## src/rtl/ntt_pkg.sv

```systemverilog
// Shared constants for the NTT sequencer: parameter defaults, FSM encodings
// and a stage-index width helper.
package ntt_pkg;

  localparam int LOGN_DEF       = 8;
  localparam int LAT_BASE_DEF   = 4;
  localparam int MEM_RD_LAT_DEF = 1;
  localparam int LAT_SEL_MAX    = 3;
  localparam int MAX_D          = MEM_RD_LAT_DEF + LAT_BASE_DEF + LAT_SEL_MAX;

  // FSM encodings (kept as plain constants for legacy tool flows)
  localparam logic [1:0] ST_IDLE  = 2'd0;
  localparam logic [1:0] ST_ISSUE = 2'd1;
  localparam logic [1:0] ST_DRAIN = 2'd2;
  localparam logic [1:0] ST_DONE  = 2'd3;

  // Bits needed to hold a stage index 0..logn-1
  function automatic int stage_width(input int logn);
    return (logn > 1) ? $clog2(logn) : 1;
  endfunction

endpackage

```

## src/rtl/ntt_ctrl_if.sv

```systemverilog
// Command / memory-side bundle of the NTT sequencer. The master drives the
// command, the slave (the sequencer) drives everything else.
interface ntt_ctrl_if import ntt_pkg::*; #(
  parameter int LOGN = LOGN_DEF
);
  localparam int SW = stage_width(LOGN);

  logic            start;
  logic            mode_ct;
  logic [1:0]      lat_sel;
  logic            busy;
  logic            done;
  logic            ct;
  logic [1:0]      i_sel;
  logic            rd_en;
  logic [LOGN-1:0] rd_addr_a;
  logic [LOGN-1:0] rd_addr_b;
  logic [LOGN-1:0] tw_addr;
  logic            wr_en;
  logic [LOGN-1:0] wr_addr_a;
  logic [LOGN-1:0] wr_addr_b;
  logic [SW-1:0]   stage;

  modport master (
    output start, mode_ct, lat_sel,
    input  busy, done, ct, i_sel, rd_en, rd_addr_a, rd_addr_b, tw_addr,
           wr_en, wr_addr_a, wr_addr_b, stage
  );

  modport slave (
    input  start, mode_ct, lat_sel,
    output busy, done, ct, i_sel, rd_en, rd_addr_a, rd_addr_b, tw_addr,
           wr_en, wr_addr_a, wr_addr_b, stage
  );

endinterface

```

## src/rtl/ntt_addr_delay.sv

```systemverilog
// Shift register of {en, addr_a, addr_b}; the tap picks a delay of 1..DEPTH
// cycles so write-back lines up with the butterfly output.
module ntt_addr_delay #(
  parameter int W     = 8,
  parameter int DEPTH = 8,
  parameter int DW    = 4
) (
  input  logic          clk,
  input  logic          reset,
  input  logic [DW-1:0] tap,
  input  logic          in_en,
  input  logic [W-1:0]  in_a,
  input  logic [W-1:0]  in_b,
  output logic          out_en,
  output logic [W-1:0]  out_a,
  output logic [W-1:0]  out_b
);

  logic [DEPTH-1:0]         en_sr;
  logic [DEPTH-1:0][W-1:0]  a_sr;
  logic [DEPTH-1:0][W-1:0]  b_sr;

  // Shift one entry per cycle; reset flushes anything in flight
  always_ff @(posedge clk or negedge reset) begin
    if (!reset) begin
      en_sr <= '0;
      a_sr  <= '0;
      b_sr  <= '0;
    end else begin
      en_sr <= {en_sr[DEPTH-2:0], in_en};
      a_sr  <= {a_sr[DEPTH-2:0], in_a};
      b_sr  <= {b_sr[DEPTH-2:0], in_b};
    end
  end

  // Select the register whose age equals the requested delay
  always_comb begin
    out_en = 1'b0;
    out_a  = '0;
    out_b  = '0;
    for (int i = 0; i < DEPTH; i++) begin
      if (tap == DW'(i + 1)) begin
        out_en = en_sr[i];
        out_a  = a_sr[i];
        out_b  = b_sr[i];
      end
    end
  end

endmodule

```

## src/rtl/ntt_ctrl.sv

```systemverilog
// In-place NTT/INTT sequencer for a single butterfly: issues read pairs and
// twiddle addresses stage by stage, drains the pipeline between stages, and
// replays the addresses as write-backs D cycles later.
module ntt_ctrl import ntt_pkg::*; #(
  parameter int LOGN       = LOGN_DEF,
  parameter int LAT_BASE   = LAT_BASE_DEF,
  parameter int MEM_RD_LAT = MEM_RD_LAT_DEF
) (
  input  logic      clk,
  input  logic      reset,
  ntt_ctrl_if.slave bus
);

  localparam int SW    = stage_width(LOGN);
  localparam int KW    = LOGN - 1;
  localparam int DEPTH = MEM_RD_LAT + LAT_BASE + LAT_SEL_MAX;
  localparam int DW    = $clog2(DEPTH + 1);
  localparam logic [KW-1:0] K_LAST = {KW{1'b1}};

  logic [1:0]      state_r, state_nxt;
  logic [KW-1:0]   k_r, k_nxt;
  logic [SW-1:0]   stage_r, stage_nxt;
  logic [DW-1:0]   dcnt_r, dcnt_nxt;
  logic            ct_r, ct_nxt;
  logic [1:0]      isel_r, isel_nxt;
  logic [DW-1:0]   d_s;

  logic            rd_en_r, busy_r, done_r;
  logic [LOGN-1:0] rd_a_r, rd_b_r, tw_r;

  int              e_s;
  logic [LOGN-1:0] kk_s, len_s, grp_s, off_s, a_s, b_s, tw_s;
  logic            wr_en_s;
  logic [LOGN-1:0] wr_a_s, wr_b_s;

  // Total pipeline delay is frozen once lat_sel has been latched
  assign d_s = DW'(MEM_RD_LAT + LAT_BASE) + DW'(isel_r);

  // Next-state logic for FSM, butterfly counter, stage and drain counter
  always_comb begin
    state_nxt = state_r;
    k_nxt     = k_r;
    stage_nxt = stage_r;
    dcnt_nxt  = dcnt_r;
    ct_nxt    = ct_r;
    isel_nxt  = isel_r;
    case (state_r)
      ST_IDLE: begin
        if (bus.start) begin
          ct_nxt    = bus.mode_ct;
          isel_nxt  = bus.lat_sel;
          stage_nxt = '0;
          k_nxt     = '0;
          state_nxt = ST_ISSUE;
        end else begin
          state_nxt = ST_IDLE;
        end
      end
      ST_ISSUE: begin
        if (k_r == K_LAST) begin
          k_nxt     = '0;
          dcnt_nxt  = '0;
          state_nxt = ST_DRAIN;
        end else begin
          k_nxt = k_r + KW'(1);
        end
      end
      ST_DRAIN: begin
        if (dcnt_r == d_s - DW'(1)) begin
          dcnt_nxt = '0;
          if (stage_r == SW'(LOGN - 1)) begin
            state_nxt = ST_DONE;
          end else begin
            stage_nxt = stage_r + SW'(1);
            state_nxt = ST_ISSUE;
          end
        end else begin
          dcnt_nxt = dcnt_r + DW'(1);
        end
      end
      ST_DONE: state_nxt = ST_IDLE;
      default: state_nxt = ST_IDLE;
    endcase
  end

  // Addresses for the butterfly about to be issued. e is log2 of the pair
  // distance: CT halves it each stage, GS doubles it; the twiddle base is
  // then 2^(LOGN-1-e) in both directions.
  always_comb begin
    e_s   = ct_nxt ? (LOGN - 1 - int'(stage_nxt)) : int'(stage_nxt);
    kk_s  = {1'b0, k_nxt};
    len_s = LOGN'(1) << e_s;
    grp_s = kk_s >> e_s;
    off_s = kk_s & (len_s - LOGN'(1));
    a_s   = (grp_s << (e_s + 1)) + off_s;
    b_s   = a_s + len_s;
    tw_s  = (LOGN'(1) << (LOGN - 1 - e_s)) + grp_s;
  end

  // State registers and registered outputs derived from the next state
  always_ff @(posedge clk or negedge reset) begin
    if (!reset) begin
      state_r <= ST_IDLE;
      k_r     <= '0;
      stage_r <= '0;
      dcnt_r  <= '0;
      ct_r    <= 1'b0;
      isel_r  <= 2'd0;
      rd_en_r <= 1'b0;
      rd_a_r  <= '0;
      rd_b_r  <= '0;
      tw_r    <= '0;
      busy_r  <= 1'b0;
      done_r  <= 1'b0;
    end else begin
      state_r <= state_nxt;
      k_r     <= k_nxt;
      stage_r <= stage_nxt;
      dcnt_r  <= dcnt_nxt;
      ct_r    <= ct_nxt;
      isel_r  <= isel_nxt;
      rd_en_r <= (state_nxt == ST_ISSUE);
      rd_a_r  <= (state_nxt == ST_ISSUE) ? a_s  : '0;
      rd_b_r  <= (state_nxt == ST_ISSUE) ? b_s  : '0;
      tw_r    <= (state_nxt == ST_ISSUE) ? tw_s : '0;
      busy_r  <= (state_nxt != ST_IDLE);
      done_r  <= (state_nxt == ST_DONE);
    end
  end

  ntt_addr_delay #(
    .W     (LOGN),
    .DEPTH (DEPTH),
    .DW    (DW)
  ) u_dly (
    .clk    (clk),
    .reset  (reset),
    .tap    (d_s),
    .in_en  (rd_en_r),
    .in_a   (rd_a_r),
    .in_b   (rd_b_r),
    .out_en (wr_en_s),
    .out_a  (wr_a_s),
    .out_b  (wr_b_s)
  );

  assign bus.busy      = busy_r;
  assign bus.done      = done_r;
  assign bus.ct        = ct_r;
  assign bus.i_sel     = isel_r;
  assign bus.rd_en     = rd_en_r;
  assign bus.rd_addr_a = rd_a_r;
  assign bus.rd_addr_b = rd_b_r;
  assign bus.tw_addr   = tw_r;
  assign bus.wr_en     = wr_en_s;
  assign bus.wr_addr_a = wr_a_s;
  assign bus.wr_addr_b = wr_b_s;
  assign bus.stage     = stage_r;

endmodule

```

## src/flat_wrapper.sv

```systemverilog
// flat-port wrapper written by rule: the top's interface ports become plain ports
module ntt_ctrl_flat import ntt_pkg::*;
#(
  parameter int LOGN       = LOGN_DEF,
  parameter int LAT_BASE   = LAT_BASE_DEF,
  parameter int MEM_RD_LAT = MEM_RD_LAT_DEF
)
  (clk, reset, bus_start, bus_mode_ct, bus_lat_sel, bus_busy, bus_done, bus_ct, bus_i_sel, bus_rd_en, bus_rd_addr_a, bus_rd_addr_b, bus_tw_addr, bus_wr_en, bus_wr_addr_a, bus_wr_addr_b, bus_stage);
  ntt_ctrl_if #(.LOGN(LOGN)) bus_i ();
  input  logic clk;
  input  logic reset;
  input wire logic [$bits(bus_i.start)-1:0] bus_start;
  input wire logic [$bits(bus_i.mode_ct)-1:0] bus_mode_ct;
  input wire logic [$bits(bus_i.lat_sel)-1:0] bus_lat_sel;
  output wire logic [$bits(bus_i.busy)-1:0] bus_busy;
  output wire logic [$bits(bus_i.done)-1:0] bus_done;
  output wire logic [$bits(bus_i.ct)-1:0] bus_ct;
  output wire logic [$bits(bus_i.i_sel)-1:0] bus_i_sel;
  output wire logic [$bits(bus_i.rd_en)-1:0] bus_rd_en;
  output wire logic [$bits(bus_i.rd_addr_a)-1:0] bus_rd_addr_a;
  output wire logic [$bits(bus_i.rd_addr_b)-1:0] bus_rd_addr_b;
  output wire logic [$bits(bus_i.tw_addr)-1:0] bus_tw_addr;
  output wire logic [$bits(bus_i.wr_en)-1:0] bus_wr_en;
  output wire logic [$bits(bus_i.wr_addr_a)-1:0] bus_wr_addr_a;
  output wire logic [$bits(bus_i.wr_addr_b)-1:0] bus_wr_addr_b;
  output wire logic [$bits(bus_i.stage)-1:0] bus_stage;
  assign bus_i.start = bus_start;
  assign bus_i.mode_ct = bus_mode_ct;
  assign bus_i.lat_sel = bus_lat_sel;
  assign bus_busy = bus_i.busy;
  assign bus_done = bus_i.done;
  assign bus_ct = bus_i.ct;
  assign bus_i_sel = bus_i.i_sel;
  assign bus_rd_en = bus_i.rd_en;
  assign bus_rd_addr_a = bus_i.rd_addr_a;
  assign bus_rd_addr_b = bus_i.rd_addr_b;
  assign bus_tw_addr = bus_i.tw_addr;
  assign bus_wr_en = bus_i.wr_en;
  assign bus_wr_addr_a = bus_i.wr_addr_a;
  assign bus_wr_addr_b = bus_i.wr_addr_b;
  assign bus_stage = bus_i.stage;
  ntt_ctrl #(.LOGN(LOGN), .LAT_BASE(LAT_BASE), .MEM_RD_LAT(MEM_RD_LAT)) u_core (.clk(clk), .reset(reset), .bus(bus_i));
endmodule
```

## config.mk

```make
export PLATFORM = sky130hd
export DESIGN_NAME = ntt_ctrl_flat
export DESIGN_NICKNAME = d
export VERILOG_FILES = /design/src/rtl/ntt_pkg.sv /design/src/rtl/ntt_ctrl_if.sv /design/src/rtl/ntt_addr_delay.sv /design/src/rtl/ntt_ctrl.sv /design/src/flat_wrapper.sv
export SDC_FILE = /design/constraint.sdc
export NUM_CORES = 1
export LEC_CHECK = 0
export CORE_UTILIZATION = 59
export CTS_CLUSTER_SIZE = 24
export DETAILED_ROUTE_END_ITERATION = 7
export PLACE_DENSITY = 0.8
export SLEW_MARGIN = 5
export SYNTH_ARGS = -nofsm -noshare
export SYNTH_HDL_FRONTEND = slang
export SYNTH_HIERARCHICAL = 1
export SYNTH_SLANG_ARGS = --single-unit
```

## constraint.sdc

```tcl
create_clock -name clk -period 7.15 [get_ports clk]
set_input_delay 1.0725 -clock clk [delete_from_list [all_inputs] [get_ports clk]]
set_output_delay 1.0725 -clock clk [all_outputs]
set_load 0.03 [all_outputs]
```

# Yosys cells after proc, flatten, opt, wreduce, memory -nomap -nowiden
# Cells that the tools add are included.
[totals]
ff_bits = 182
latchBits = 0
ramBits = 0
rom_bits = 0
in_bits = 6
out_inout_bits = 50
wordCells = 113
n_memories = 0
[op_classes]
add_sub_neg = 12
multipliers = 0
div_mod_pow = 0
magnitude_cmp = 0
n_eq_ne = 17
shifts = 4
mux = 45
n_bitwise = 1
reduce_logical = 5
[ops]
columns = ["cell", "count"]
rows = [
  ["8-bit 2-to-1 mux", 19],
  ["1-bit by 32-bit left shift with 8-bit output (first input constant)", 2],
  ["32-bit by 2-bit adder with 32-bit output (second input constant)", 1],
  ["32-bit 2-to-1 mux", 1],
  ["8-bit by 32-bit left shift with 8-bit output", 1],
  ["7-bit by 32-bit right shift with 8-bit output", 1],
  ["4-bit by 32-bit subtractor with 32-bit output (first input constant)", 1],
  ["8-bit adder", 3],
  ["4-bit by 3-bit equality test with 1-bit output (second input constant)", 4],
  ["7-bit 2-to-1 mux", 2],
  ["7-bit case mux with 2 select lines", 1],
  ["1-bit 2-to-1 mux", 11],
  ["3-bit 2-to-1 mux", 3],
  ["7-bit by 8-bit AND with 8-bit output", 1],
  ["4-bit by 2-bit equality test with 1-bit output (second input constant)", 2],
  ["4-bit 2-to-1 mux", 2],
  ["2-bit case mux with 4 select lines", 1],
  ["4-bit case mux with 2 select lines", 1],
  ["8-bit by 1-bit subtractor with 8-bit output (second input constant)", 1],
  ["7-bit by 1-bit adder with 7-bit output (second input constant)", 1],
  ["7-bit equality test (second input constant)", 1],
  ["2-bit equality test (second input constant)", 3],
  ["2-bit 2-to-1 mux", 3],
  ["3-bit case mux with 2 select lines", 1],
  ["14 further kinds", 17],
]

# Depth between registers and ports, before layout
# Gate-level depths: netlist of run 1.
[logic_depth]
ltp_word = 13
ltp_mapped = 28
depth_no_buf = 26

# By module
# Netlist of run 1, hierarchy kept.
[modules_own_cells]
columns = ["module", "instances", "cells_per_inst", "area_each_um2", "seq_area_each_um2"]
rows = [
  ["ntt_addr_delay", 1, 337, 4828.4, 3403.3],
  ["ntt_ctrl", 1, 424, 3693.5, 1151.1],
]

# Least setup slack after synthesis of run 1
# No wires, ideal clock.
[synth_path]
path_kind = "input to register"
startpoint = "in bus_start"
endpoint = "reg u_core.rd_b_r[7], in the netlist u_core/bus.rd_addr_b[7]"
setup_ns = 0.119
arrival_time_ns = 6.030
required_time_ns = 7.031
setup_slack_ns = 1.001
path_stages = 26
n_path_buf = 3
cell_sequence = "nor3b_4 mux2i_1 buf_2 nor3_4 nor2_4 inv_2 buf_6 ha_1 ha_1 clkbuf_1 o311ai_0 nor3_1 ha_1 inv_1 fa_1 inv_1 a21oi_1 o21bai_1 xor2_1 ha_1 a2111o_1 a31o_1 a21oi_1 xor2_1 xnor3_1 and2_1"
[synth_via]
elab_chain_cells = 10
elab_cells_between_ends = 20
classes_between = "add/sub (5); eq/ne (1); shift (3); mux (10); bitwise (1)"
[synth_lines]
columns = ["element", "line", "text"]
rows = [
  ["start: declaration", "flat_wrapper.sv:12", "input wire logic [$bits(bus_i.start)-1:0] bus_start;"],
  ["parallel branches: the longest is 9 deep, another holds 32-bit by 2-bit adder with 32-bit output", "n/a", ""],
  ["8-bit 2-to-1 mux *", "ntt_ctrl.sv:124", "rd_b_r <= (state_nxt == ST_ISSUE) ? b_s : '0;"],
  ["end signal: assignment", "ntt_ctrl.sv:124", ""],
  ["end: declaration", "ntt_ctrl.sv:29", "logic [LOGN-1:0] rd_a_r, rd_b_r, tw_r;"],
]
# Every way passes the cells marked *.
# A chain may end at the register's enable or synchronous reset.

# Final worst setup path of run 1
# Same ends and word-level chain as after synthesis.

==> out/results.tsv, run 1 <==
stage	metric	value	unit
outcome	status	complete, no violations	
placement	hpwl	13.5	mm
clocking	cts_buffers	17	
logic_synthesis	yosysWarningCount	6	
timing	fin_tns_setup	0	ns
cells_and_area	stdcell_count	1002	
placement	dp_cells	970	
power	ir_drop	0.000323	V
timing	maxSlewViolCount	0	
clocking	insertion_delay	0.42	ns
cells_and_area	nFillCells	985	
cells_and_area	final_nets	846	
critical_path	critPathKind	input port to flop	
critical_path	cp_common_cell	a21oi_1	
global_routing	track_usage	28.8	%
clocking	cts.sinks	182	
clocking	cts_setup_buffers	0	
route	postRouteAntennaNets	0	
critical_path	path_cells	clkdlybuf4s50_1 > nor3b_4 > mux2i_1 > inv_2 > a21oi_1 > nor2_4 > inv_2 > buf_4 > a21oi_1 > o21bai_1 > nor2_1 > or3_1 > and2_1 > ha_1 > a21oi_1 > o21bai_1 > a21oi_1 > xnor2_1 > ha_1 > a31o_1 > a21oi_1 > xor2_1 > xnor3_1 > and2_1	
power	p_per_area	561	nW/um^2
timing	rsz0062_at_grt	false	
cells_and_area	diodes	0	
logic_synthesis	synth_seq_area_share	53.4	%
logic_synthesis	ys_types	76	
floorplanning	rows	43	
cells_and_area	drive_gt1_share	10.6	%
timing	relSlewSlack	14.6	%
cells_and_area	area_growth	15.3	%
clocking	cts_tree	built	
critical_path	r2r_cells	25	
placement	gp_congestion	0.913	
logic_synthesis	syn_avg_cell_area	11.2	um^2
floorplanning	num_io_pins	56	
route	wl_per_cell	19.7	um
floorplanning	die_height	122	um
critical_path	setup.worst_path.end_class	flop	
hold_path	hp-class	flop to flop	
logic_synthesis	syn_inst	761	
global_routing	antenna_found_initial	0	
timing	finalHoldViolations	0	
critical_path	crit_fanout	16	
route	detail_route.iter0.violations	491	
timing	finalCriticalPeriod	6.34	ns
critical_path	required	7.46	ns
run	maxCapViolCount	0	
critical_path	worst-path-stages	24	
global_routing	grt_pass1_wl	32.6	mm
timing	fin_skew	0.0101	ns
critical_path	crit_family	compound AO/OA/AOI/OAI gates	
clocking	htree_levels	4	
timing	timing.fmax	0.158	GHz
power	leakagePower	4.45	nW
critical_path	arrival	6.65	ns
logic_synthesis	syn_area	8520	um^2
floorplanning	initial_core_util	60.9	%
floorplanning	die_w	122	um
route	drc_errors	0	
critical_path	cp_num_buf_inv	4	
route	dr.pass1.iters	5	
timing	tightestPinTransition	1.28	ns
hold_path	hp-start	u_core/u_dly/a_sr[20]	
clocking	clkTransAtPathRegs	0.07	ns
clocking	cts_buffer_depth	2	
global_routing	overflow	0	
logic_synthesis	ys_seq_elements	182	
floorplanning	core	14000	um^2
logic_synthesis	synth-edff-count	0	
critical_path	r2r-end	u_core/bus.rd_addr_b[7]	
clocking	root_buffer	clkbuf_16	
clocking	cts_hold_buf	0	
timing	setup_viol_count_final	0	
timing	min_period_over_period	88.7	%
global_routing	grt_start_max_net_pins	104	
critical_path	timing.rr.start	u_core/state_r[1]	
hold_path	hold_path_depth	0	
critical_path	cp_slowest_stage_delay	0.52	ns
critical_path	rrSetupSlack	1.33	ns
route	drt_wl_total	19.7	mm
floorplanning	die_area	14900	um^2
placement	io_buffers	55	
logic_synthesis	ys.flop_type	dfrtp_1	
timing	holdWs	0.364	ns
critical_path	startpoint_type	input port	
global_routing	grt_pass1_vias	6380	
critical_path	cpMaxStageDelayCell	clkdlybuf4s50_1	
clocking	cts.repair.resized	0	
hold_path	holdPathEnd	u_core/u_dly/a_sr[28]	
route	viasPerCell	6.22	
logic_synthesis	async_flop_share	100	%
route	num_vias	6234	
logic_synthesis	syn_nets	798	
-- cell usage in the layout, fill, tap and decap left out, types with 6 or more instances in the layout --
cell,n
dfrtp_1,182
a21oi_1,70
clkdlybuf4s50_1,54
nand2_1,45
nor2_1,39
o21ai_0,29
ha_1,28
mux2i_1,24
inv_1,22
o22ai_1,19
clkbuf_16,17
mux2_2,17
a22o_1,17
buf_4,17
nand3_1,14
xnor2_1,14
o22a_1,14
a2bb2oi_1,13
and2_1,12
a31oi_1,11
and3_1,10
o211ai_1,9
nor2b_1,8
o21bai_1,8
nor3_1,8
xor2_1,7
nand2b_1,6
o21a_1,6
-- cells in the mapped netlist, types with 11 or more instances --
library cell / instances / area share (%)
mux2i_1: 24 / 2.8
a21oi_1: 70 / 4.1
ha_1: 29 / 4.3
inv_1: 22 / 0.97
a22o_1: 17 / 1.7
nand2_1: 45 / 2.0
mux2_2: 17 / 2.2
xnor2_1: 14 / 1.4
nand3_1: 14 / 0.82
o22a_1: 14 / 1.4
o21ai_0: 29 / 1.7
a31oi_1: 11 / 0.81
a2bb2oi_1: 13 / 1.3
buf_2: 15 / 0.88
and2_1: 12 / 0.88
dfrtp_1: 182 / 53
o22ai_1: 19 / 1.4
clkbuf_1: 17 / 0.75
nor2_1: 39 / 1.7
-- stage by stage --
| step | instance area, um^2 | util [%] | setup slack, ns | power, mW |
|---|---|---|---|---|
| finish | 9820 | 70.2 | 0.807 | 5.51 |
| global route | 9820 | 70.2 | 0.436 | 5.87 |
| CTS | 9820 | 70.2 | 0.864 | 5.52 |
| detailed placement | 9200 | 65.8 | 0.465 | 4.52 |
| global placement | 9200 | 65.8 | 0.712 | 4.41 |
| floorplan | 8520 | - | 1.00 | 3.70 |
-- area by class of cell --
| cell class | count | area, um^2 | area share (%) |
|---|---|---|---|
| clock inverter | 10 | 141 | 1.44 |
| tap | 180 | 225 | 2.29 |
| clock buffer | 22 | 484 | 4.93 |
| sequential | 182 | 4550 | 46.4 |
| multi-input combinational | 509 | 3640 | 37.0 |
| inverter | 27 | 101 | 1.03 |
| timing repair buffer | 72 | 679 | 6.92 |
-- logic make-up after synthesis --
kind of cell | after synthesis | share of synthesized area, %
compound gates | 241 | 19.1
xor+xnor | 24 | 2.80
fa+ha+maj | 31 | 4.73
buf+inv | 70 | 3.99
flops | 182 | 53.4
mux | 42 | 5.33
simple gates | 171 | 10.6
-- worst max path at each step --
stage	start	endpoint	slack, ns
floorplan	bus_start	u_core/bus.rd_addr_b[7]	1.00
global placement	bus_start	u_core/bus.rd_addr_b[7]	0.71
detailed placement	bus_start	u_core/bus.rd_addr_b[7]	0.47
CTS	bus_start	u_core/bus.rd_addr_b[7]	0.86
global route	bus_start	u_core/bus.rd_addr_b[7]	0.44
finish	bus_start	u_core/bus.rd_addr_b[7]	0.81
-- report_power, final --
| part | leakage [nW] | switching (mW) | internal (mW) |
|---|---|---|---|
| clock | 0.303 | 0.376 | 0.589 |
| combinational | 1.87 | 1.68 | 1.22 |
| sequential | 2.28 | 0.235 | 1.41 |
| total | 4.45 | 2.29 | 3.22 |
-- flip-flops by register name, indices dropped and copies added, names as in the netlist --
register,flops
u_core/bus.ct,1
u_core/u_dly/b_sr,64
u_core/bus.busy,1
u_core/bus.stage,3
u_core/u_dly/a_sr,64
u_core/u_dly/en_sr,8
u_core/bus.tw_addr,8
u_core/k_r,7
u_core/bus.rd_addr_b,8
u_core/bus.i_sel,2
u_core/bus.rd_en,1
u_core/bus.rd_addr_a,8
u_core/dcnt_r,4
u_core/bus.done,1
u_core/state_r,2
-- routing by layer --
| metal | up-vias | global-route usage (%) | share of wire (%) |
|---|---|---|---|
| li1 | 2884 | - | - |
| met1 | 3108 | 36.1 | 42 |
| met2 | 203 | 50.2 | 52 |
| met3 | 39 | 4.45 | 3.8 |
| met4 | 0 | 10.7 | 2.2 |
| met5 | - | 0 | 0 |
(Power assumes the default switching activity.)
==> run 2: changes to the inputs <==
--- a/config.mk
+++ b/config.mk
@@ -5,10 +5,11 @@
 export SDC_FILE = /design/constraint.sdc
 export NUM_CORES = 1
 export LEC_CHECK = 0
-export CORE_UTILIZATION = 59
+export CAP_MARGIN = 30
+export CORE_UTILIZATION = 64
 export CTS_CLUSTER_SIZE = 24
 export DETAILED_ROUTE_END_ITERATION = 7
-export PLACE_DENSITY = 0.8
+export PLACE_DENSITY = 0.85
 export SLEW_MARGIN = 5
 export SYNTH_ARGS = -nofsm -noshare
 export SYNTH_HDL_FRONTEND = slang
==> constraint.sdc (replaced) <==
create_clock -name clk -period 7.94 [get_ports clk]
set_input_delay 1.191 -clock clk [delete_from_list [all_inputs] [get_ports clk]]
set_output_delay 1.191 -clock clk [all_outputs]
set_load 0.03 [all_outputs]
==> out/results.tsv, run 2 (synthesis gave the netlist of run 1 again) <==
stage	metric	value	unit	change
clocking	root_buffer	clkbuf_16		
critical_path	setup.worst_path.end_class	flop		
power	ir_drop	0.000260	V	-19%
hold_path	hp-start	u_core/u_dly/b_sr[16]		
critical_path	r2r-end	u_core/bus.rd_addr_b[7]		
clocking	htree_levels	4		unchanged
route	dr.pass1.iters	5		unchanged
critical_path	cpMaxStageDelayCell	clkdlybuf4s50_1		
global_routing	grt_pass1_vias	6658		+4.4%
timing	rsz0062_at_grt	false		
cells_and_area	multi_input_area	3640	um^2	unchanged
global_routing	grt_start_max_net_pins	114		+9.6%
clocking	cts_tree	built		
placement	hpwl	13.4	mm	-0.29%
critical_path	cp_slowest_stage_delay	0.52	ns	about the same
power	leakagePower	4.41	nW	-0.93%
critical_path	arrival	7.33	ns	+0.68 ns
hold_path	hold_path_depth	0		unchanged
critical_path	rrSetupSlack	1.60	ns	+0.27 ns
timing	finalHoldViolations	0		unchanged
clocking	insertion_delay	0.43	ns	about the same
timing	fin_tns_setup	0	ns	unchanged
route	postRouteAntennaNets	0		unchanged
placement	dp_cells	956		-1.4%
route	viasPerCell	6.57		+5.6%
floorplanning	die_height	117	um	-3.9%
hold_path	holdPathEnd	u_core/u_dly/b_sr[24]		
route	num_vias	6505		+4.3%
power	p_per_area	508	nW/um^2	-9.5%
critical_path	critPathKind	input port to flop		
timing	finalCriticalPeriod	7.02	ns	
cells_and_area	final_common_cell	dfrtp_1		
cells_and_area	stdcell_count	990		-1.2%
clocking	cts.repair.resized	0		unchanged
global_routing	overflow	0		unchanged
clocking	cts_buffer_depth	2		unchanged
cells_and_area	finalInstanceArea	9730	um^2	-0.92%
outcome	status	complete, no violations		
timing	setup_viol_count_final	0		unchanged
cells_and_area	final_nets	842		-0.47%
timing	fin_ws	0.919	ns	+0.112 ns
clocking	cts_hold_buf	0		unchanged
cells_and_area	diodes	0		unchanged
floorplanning	die_area	13800	um^2	-7.7%
clocking	clkTransAtPathRegs	0.06	ns	about the same
floorplanning	core	12800	um^2	-8.3%
route	detail_route.iter0.violations	498		+1.4%
floorplanning	initial_core_util	66.4	%	+5.5 points
critical_path	r2r_cells	25		unchanged
route	drc_errors	0		unchanged
cells_and_area	largest_registers	u_core/u_dly/a_sr (64), u_core/u_dly/b_sr (64)		
timing	min_period_over_period	88.4	%	
timing	timing.fmax	0.142	GHz	
hold_path	hp-class	flop to flop		
cells_and_area	drive_gt1_share	9.90	%	-0.68 points
placement	pre_cts_slack	0.643	ns	+0.177 ns
run	maxCapViolCount	0		unchanged
critical_path	cp_common_cell	ha_1		
floorplanning	rows	41		-4.7%
route	drt_wl_total	20.8	mm	+5.6%
cells_and_area	nFillCells	807		-18%
floorplanning	die_w	117	um	-3.9%
critical_path	timing.rr.start	u_core/state_r[1]		
clocking	cts_setup_buffers	0		unchanged
global_routing	antenna_found_initial	0		unchanged
clocking	cts.sinks	182		unchanged
cells_and_area	final_cell_mix	dfrtp_1, a21oi_1, clkdlybuf4s50_1		
timing	tightestPinTransition	1.00	ns	-0.277 ns
timing	relSlewSlack	32.9	%	+18 points
global_routing	track_usage	31.9	%	+3.1 points
cells_and_area	fin_util	75.9	%	+5.7 points
placement	gp_congestion	0.911		-0.27%
critical_path	required	8.25	ns	+0.79 ns
clocking	cts_buffers	17		unchanged
timing	maxSlewViolCount	0		unchanged
placement	placed_cell_area	9150	um^2	-0.52%
global_routing	grt_pass1_wl	34.2	mm	+5.0%
timing	fin_skew	0.0153	ns	+0.00517 ns
route	wl_per_cell	21.1	um	+6.9%
cells_and_area	regArea	4550	um^2	unchanged
floorplanning	num_io_pins	56		unchanged
placement	io_buffers	55		unchanged
cells_and_area	area_growth	14.2	%	
critical_path	startpoint_type	input port		
critical_path	crit_fanout	14		-2
==> run 2: cell count changes in the layout (fill, tap and decap cells not counted), moves of 2 or more <==
cell	previous run	this run
clkbuf_8	4	2
bufinv_16	3	0
buf_4	17	11
inv_8	0	2
clkbuf_1	1	3
inv_6	2	5
==> run 2: per-layer routing <==
layer | global-route usage (%) | vias to the layer above | wire length (um)
met5 | 0 | - | 0
met4 | 13.1 | 0 | 612
met3 | 6.08 | 47 | 989
met2 | 55.0 | 261 | 10800
met1 | 39.3 | 3326 | 8440
li1 | - | 2871 | -
==> run 2: final cells by class <==
type | count | area share, %
flip-flops and latches | 182 | 46.8
multi-input cells | 509 | 37.4
repair buffers | 68 | 6.95
clock buffers | 22 | 4.77
well taps | 172 | 2.21
inverters | 27 | 1.04
clock inverters | 10 | 0.861
==> run 2: worst max path at each step <==
stage                     startpoint                       to  slack [ns]  cells after the start
after floorplan            bus_start  u_core/bus.rd_addr_b[7]        1.67                     26
after global placement     bus_start  u_core/bus.rd_addr_b[7]        0.95                     26
after detailed placement   bus_start  u_core/bus.rd_addr_b[7]        0.64                     26
after CTS                  bus_start  u_core/bus.rd_addr_b[7]        1.07                     26
after global routing       bus_start  u_core/bus.rd_addr_b[7]        0.52                     26
final                      bus_start  u_core/bus.rd_addr_b[7]        0.92                     26
==> run 2: critical path, delay by kind of cell <==
family                     cells  cell delay, ns
AOI/OAI and AO/OA              7            1.50
xor gates and xnor gates       3            0.56
adders and majority gates      5            1.61
buffers and inverters          6            1.24
muxes                          1            0.14
and+or+nand+nor                4            1.09
==> run 2: metrics by stage <==
| step | power, mW | hold slack, ns |
|---|---|---|
| floorplan | 3.33 | 0.349 |
| global placement | 3.94 | 0.352 |
| detailed placement | 4.06 | 0.359 |
| CTS | 4.91 | 0.363 |
| global route | 5.21 | 0.374 |
| finish | 4.94 | 0.360 |
==> run 2: where the power goes <==
part / switching [mW] / internal (mW) / leakage (nW)
sequential: 0.221 / 1.27 / 2.28
clock: 0.362 / 0.426 / 0.270
combinational: 1.57 / 1.09 / 1.86
==> run 3: changes to the inputs <==
--- a/config.mk
+++ b/config.mk
@@ -10,7 +10,7 @@
 export CTS_CLUSTER_SIZE = 24
 export DETAILED_ROUTE_END_ITERATION = 7
 export PLACE_DENSITY = 0.85
-export SLEW_MARGIN = 5
+export SLEW_MARGIN = 25
 export SYNTH_ARGS = -nofsm -noshare
 export SYNTH_HDL_FRONTEND = slang
 export SYNTH_HIERARCHICAL = 1
==> out/results.tsv, run 3 (synthesis gave the netlist of run 1 again) <==
stage	metric	value	unit	change
floorplanning	initial_core_util	66.4	%	unchanged
route	num_vias	6376		-2.0%
route	dr.pass1.iters	7		+2
timing	min_period_over_period	87.2	%	-1.2 points
global_routing	grt_start_max_net_pins	114		unchanged
clocking	cts_hold_buf	0		unchanged
clocking	cts_tree	built		
clocking	root_buffer	clkbuf_16		
floorplanning	core	12800	um^2	unchanged
clocking	htree_levels	4		unchanged
cells_and_area	area_growth	14.1	%	
cells_and_area	stdcell_count	989		-0.10%
cells_and_area	final_common_cell	dfrtp_1		
hold_path	hold_path_depth	0		unchanged
floorplanning	rows	41		unchanged
global_routing	track_usage	31.6	%	-0.30 points
placement	gp_congestion	0.911		unchanged
floorplanning	die_height	117	um	unchanged
route	postRouteAntennaNets	0		unchanged
critical_path	required	8.25	ns	about the same
placement	hpwl	13.4	mm	-0.49%
critical_path	crit_fanout	14		unchanged
placement	dp_cells	955		-0.10%
critical_path	r2r_cells	26		+4.0%
route	detail_route.iter0.violations	631		+27%
cells_and_area	final_cell_mix	dfrtp_1, a21oi_1, clkdlybuf4s50_1		
timing	fin_skew	0.0110	ns	-0.00432 ns
clocking	cts_setup_buffers	0		unchanged
critical_path	timing.rr.start	u_core/state_r[1]		
route	wl_per_cell	20.8	um	-1.0%
outcome	status	complete, no violations		
run	maxCapViolCount	0		unchanged
power	ir_drop	0.000210	V	-19%
power	p_per_area	507	nW/um^2	about the same
clocking	cts.sinks	182		unchanged
power	leakagePower	4.40	nW	-0.15%
global_routing	grt_pass1_vias	6512		-2.2%
route	viasPerCell	6.45		-1.9%
timing	finalHoldViolations	0		unchanged
placement	io_buffers	55		unchanged
critical_path	crit_start	bus_start		
route	drt_wl_total	20.6	mm	-1.1%
global_routing	antenna_found_initial	0		unchanged
cells_and_area	nFillCells	786		-2.6%
timing	maxSlewViolCount	0		unchanged
timing	setup_viol_count_final	0		unchanged
clocking	cts_buffer_depth	2		unchanged
timing	tightestPinTransition	0.969	ns	-0.0355 ns
critical_path	setup.worst_path.end_class	flop		
hold_path	hp-start	u_core/u_dly/a_sr[51]		
clocking	cts.repair.resized	0		unchanged
critical_path	startpoint_type	input port		
global_routing	grt_pass1_wl	33.8	mm	-1.3%
critical_path	critPathKind	input port to flop		
timing	timing.fmax	0.144	GHz	+1.4%
timing	fin_tns_setup	0	ns	unchanged
timing	rsz0062_at_grt	false		
clocking	clkTransAtPathRegs	0.07	ns	about the same
hold_path	hp-class	flop to flop		
floorplanning	die_w	117	um	unchanged
global_routing	overflow	0		unchanged
cells_and_area	drive_gt1_share	9.91	%	+0.012 points
floorplanning	die_area	13800	um^2	unchanged
route	drc_errors	0		unchanged
cells_and_area	final_nets	841		-0.12%
clocking	cts_buffers	17		unchanged
timing	relSlewSlack	35.2	%	+2.4 points
cells_and_area	largest_registers	u_core/u_dly/a_sr (64), u_core/u_dly/b_sr (64)		
critical_path	arrival	7.24	ns	-0.09 ns
floorplanning	num_io_pins	56		unchanged
clocking	insertion_delay	0.43	ns	about the same
timing	finalCriticalPeriod	6.92	ns	-0.0977 ns
cells_and_area	diodes	0		unchanged
[run 3: through the flow]
step	cell area, um^2	worst slack (ns)	hold slack (ns)	utilization (%)	total power, mW
2_1_floorplan	8520	1.67	0.349	-	3.33
3_3_place_gp	9140	0.949	0.352	71.2	3.94
3_5_place_dp	9140	0.680	0.360	71.2	4.05
4_1_cts	9700	1.09	0.374	75.6	4.92
5_1_grt	9720	0.638	0.376	75.8	5.21
6_report	9720	1.02	0.373	75.8	4.93
[run 3: routing by layer]
| layer | GRT usage [%] | vias to the layer above | share of wire, % |
|---|---|---|---|
| met4 | 12.7 | 0 | 3.0 |
| met5 | 0 | - | 0 |
| met1 | 38.6 | 3229 | 40 |
| met2 | 55.0 | 225 | 53 |
| li1 | - | 2870 | - |
| met3 | 6.03 | 52 | 4.2 |
[run 3: worst max-delay path, stage by stage]
cell	delay, ns
clkdlybuf4s50_1	0.51
nor3b_4	0.38
mux2i_1	0.13
buf_4	0.20
inv_2	0.22
a21oi_4	0.08
nor2_4	0.27
inv_2	0.17
ha_1	0.28
ha_1	0.48
o311ai_0	0.31
nor3_1	0.25
ha_1	0.19
inv_1	0.05
fa_1	0.39
inv_1	0.07
a21oi_1	0.06
o21bai_1	0.20
xor2_1	0.22
ha_1	0.30
nor2_1	0.12
nor2_1	0.08
a31o_1	0.23
a21oi_1	0.21
xor2_1	0.22
xnor3_1	0.22
and2_1	0.15
[run 3: area by class of cell]
| class | count | area, um^2 | share of cell area [%] |
|---|---|---|---|
| Tap cell | 172 | 215 | 2.21 |
| Inverter | 27 | 101 | 1.04 |
| Timing Repair Buffer | 67 | 644 | 6.63 |
| Clock inverter | 7 | 58.8 | 0.605 |
| Clock buffer | 25 | 505 | 5.20 |
| Sequential cell | 182 | 4550 | 46.9 |
| Multi-Input combinational cell | 509 | 3640 | 37.4 |
[run 3: power by group]
group | leakage [nW] | total [mW] | internal, mW | switching [mW]
combinational | 1.84 | 2.64 | 1.08 | 1.55
sequential | 2.28 | 1.50 | 1.27 | 0.223
clock | 0.277 | 0.799 | 0.449 | 0.350
[run 3: path summary, 6_finish.rpt]
kind	slack, ns	endpoint
max in group asynchronous	5.71	u_core/bus.rd_addr_a[5]
setup / recovery	1.02	u_core/bus.rd_addr_b[7]
hold reg to reg	0.37	u_core/u_dly/a_sr[59]
hold / removal	0.37	u_core/u_dly/a_sr[59]
min in group asynchronous	0.88	u_core/u_dly/a_sr[33]
setup reg to reg	1.67	u_core/bus.rd_addr_b[7]
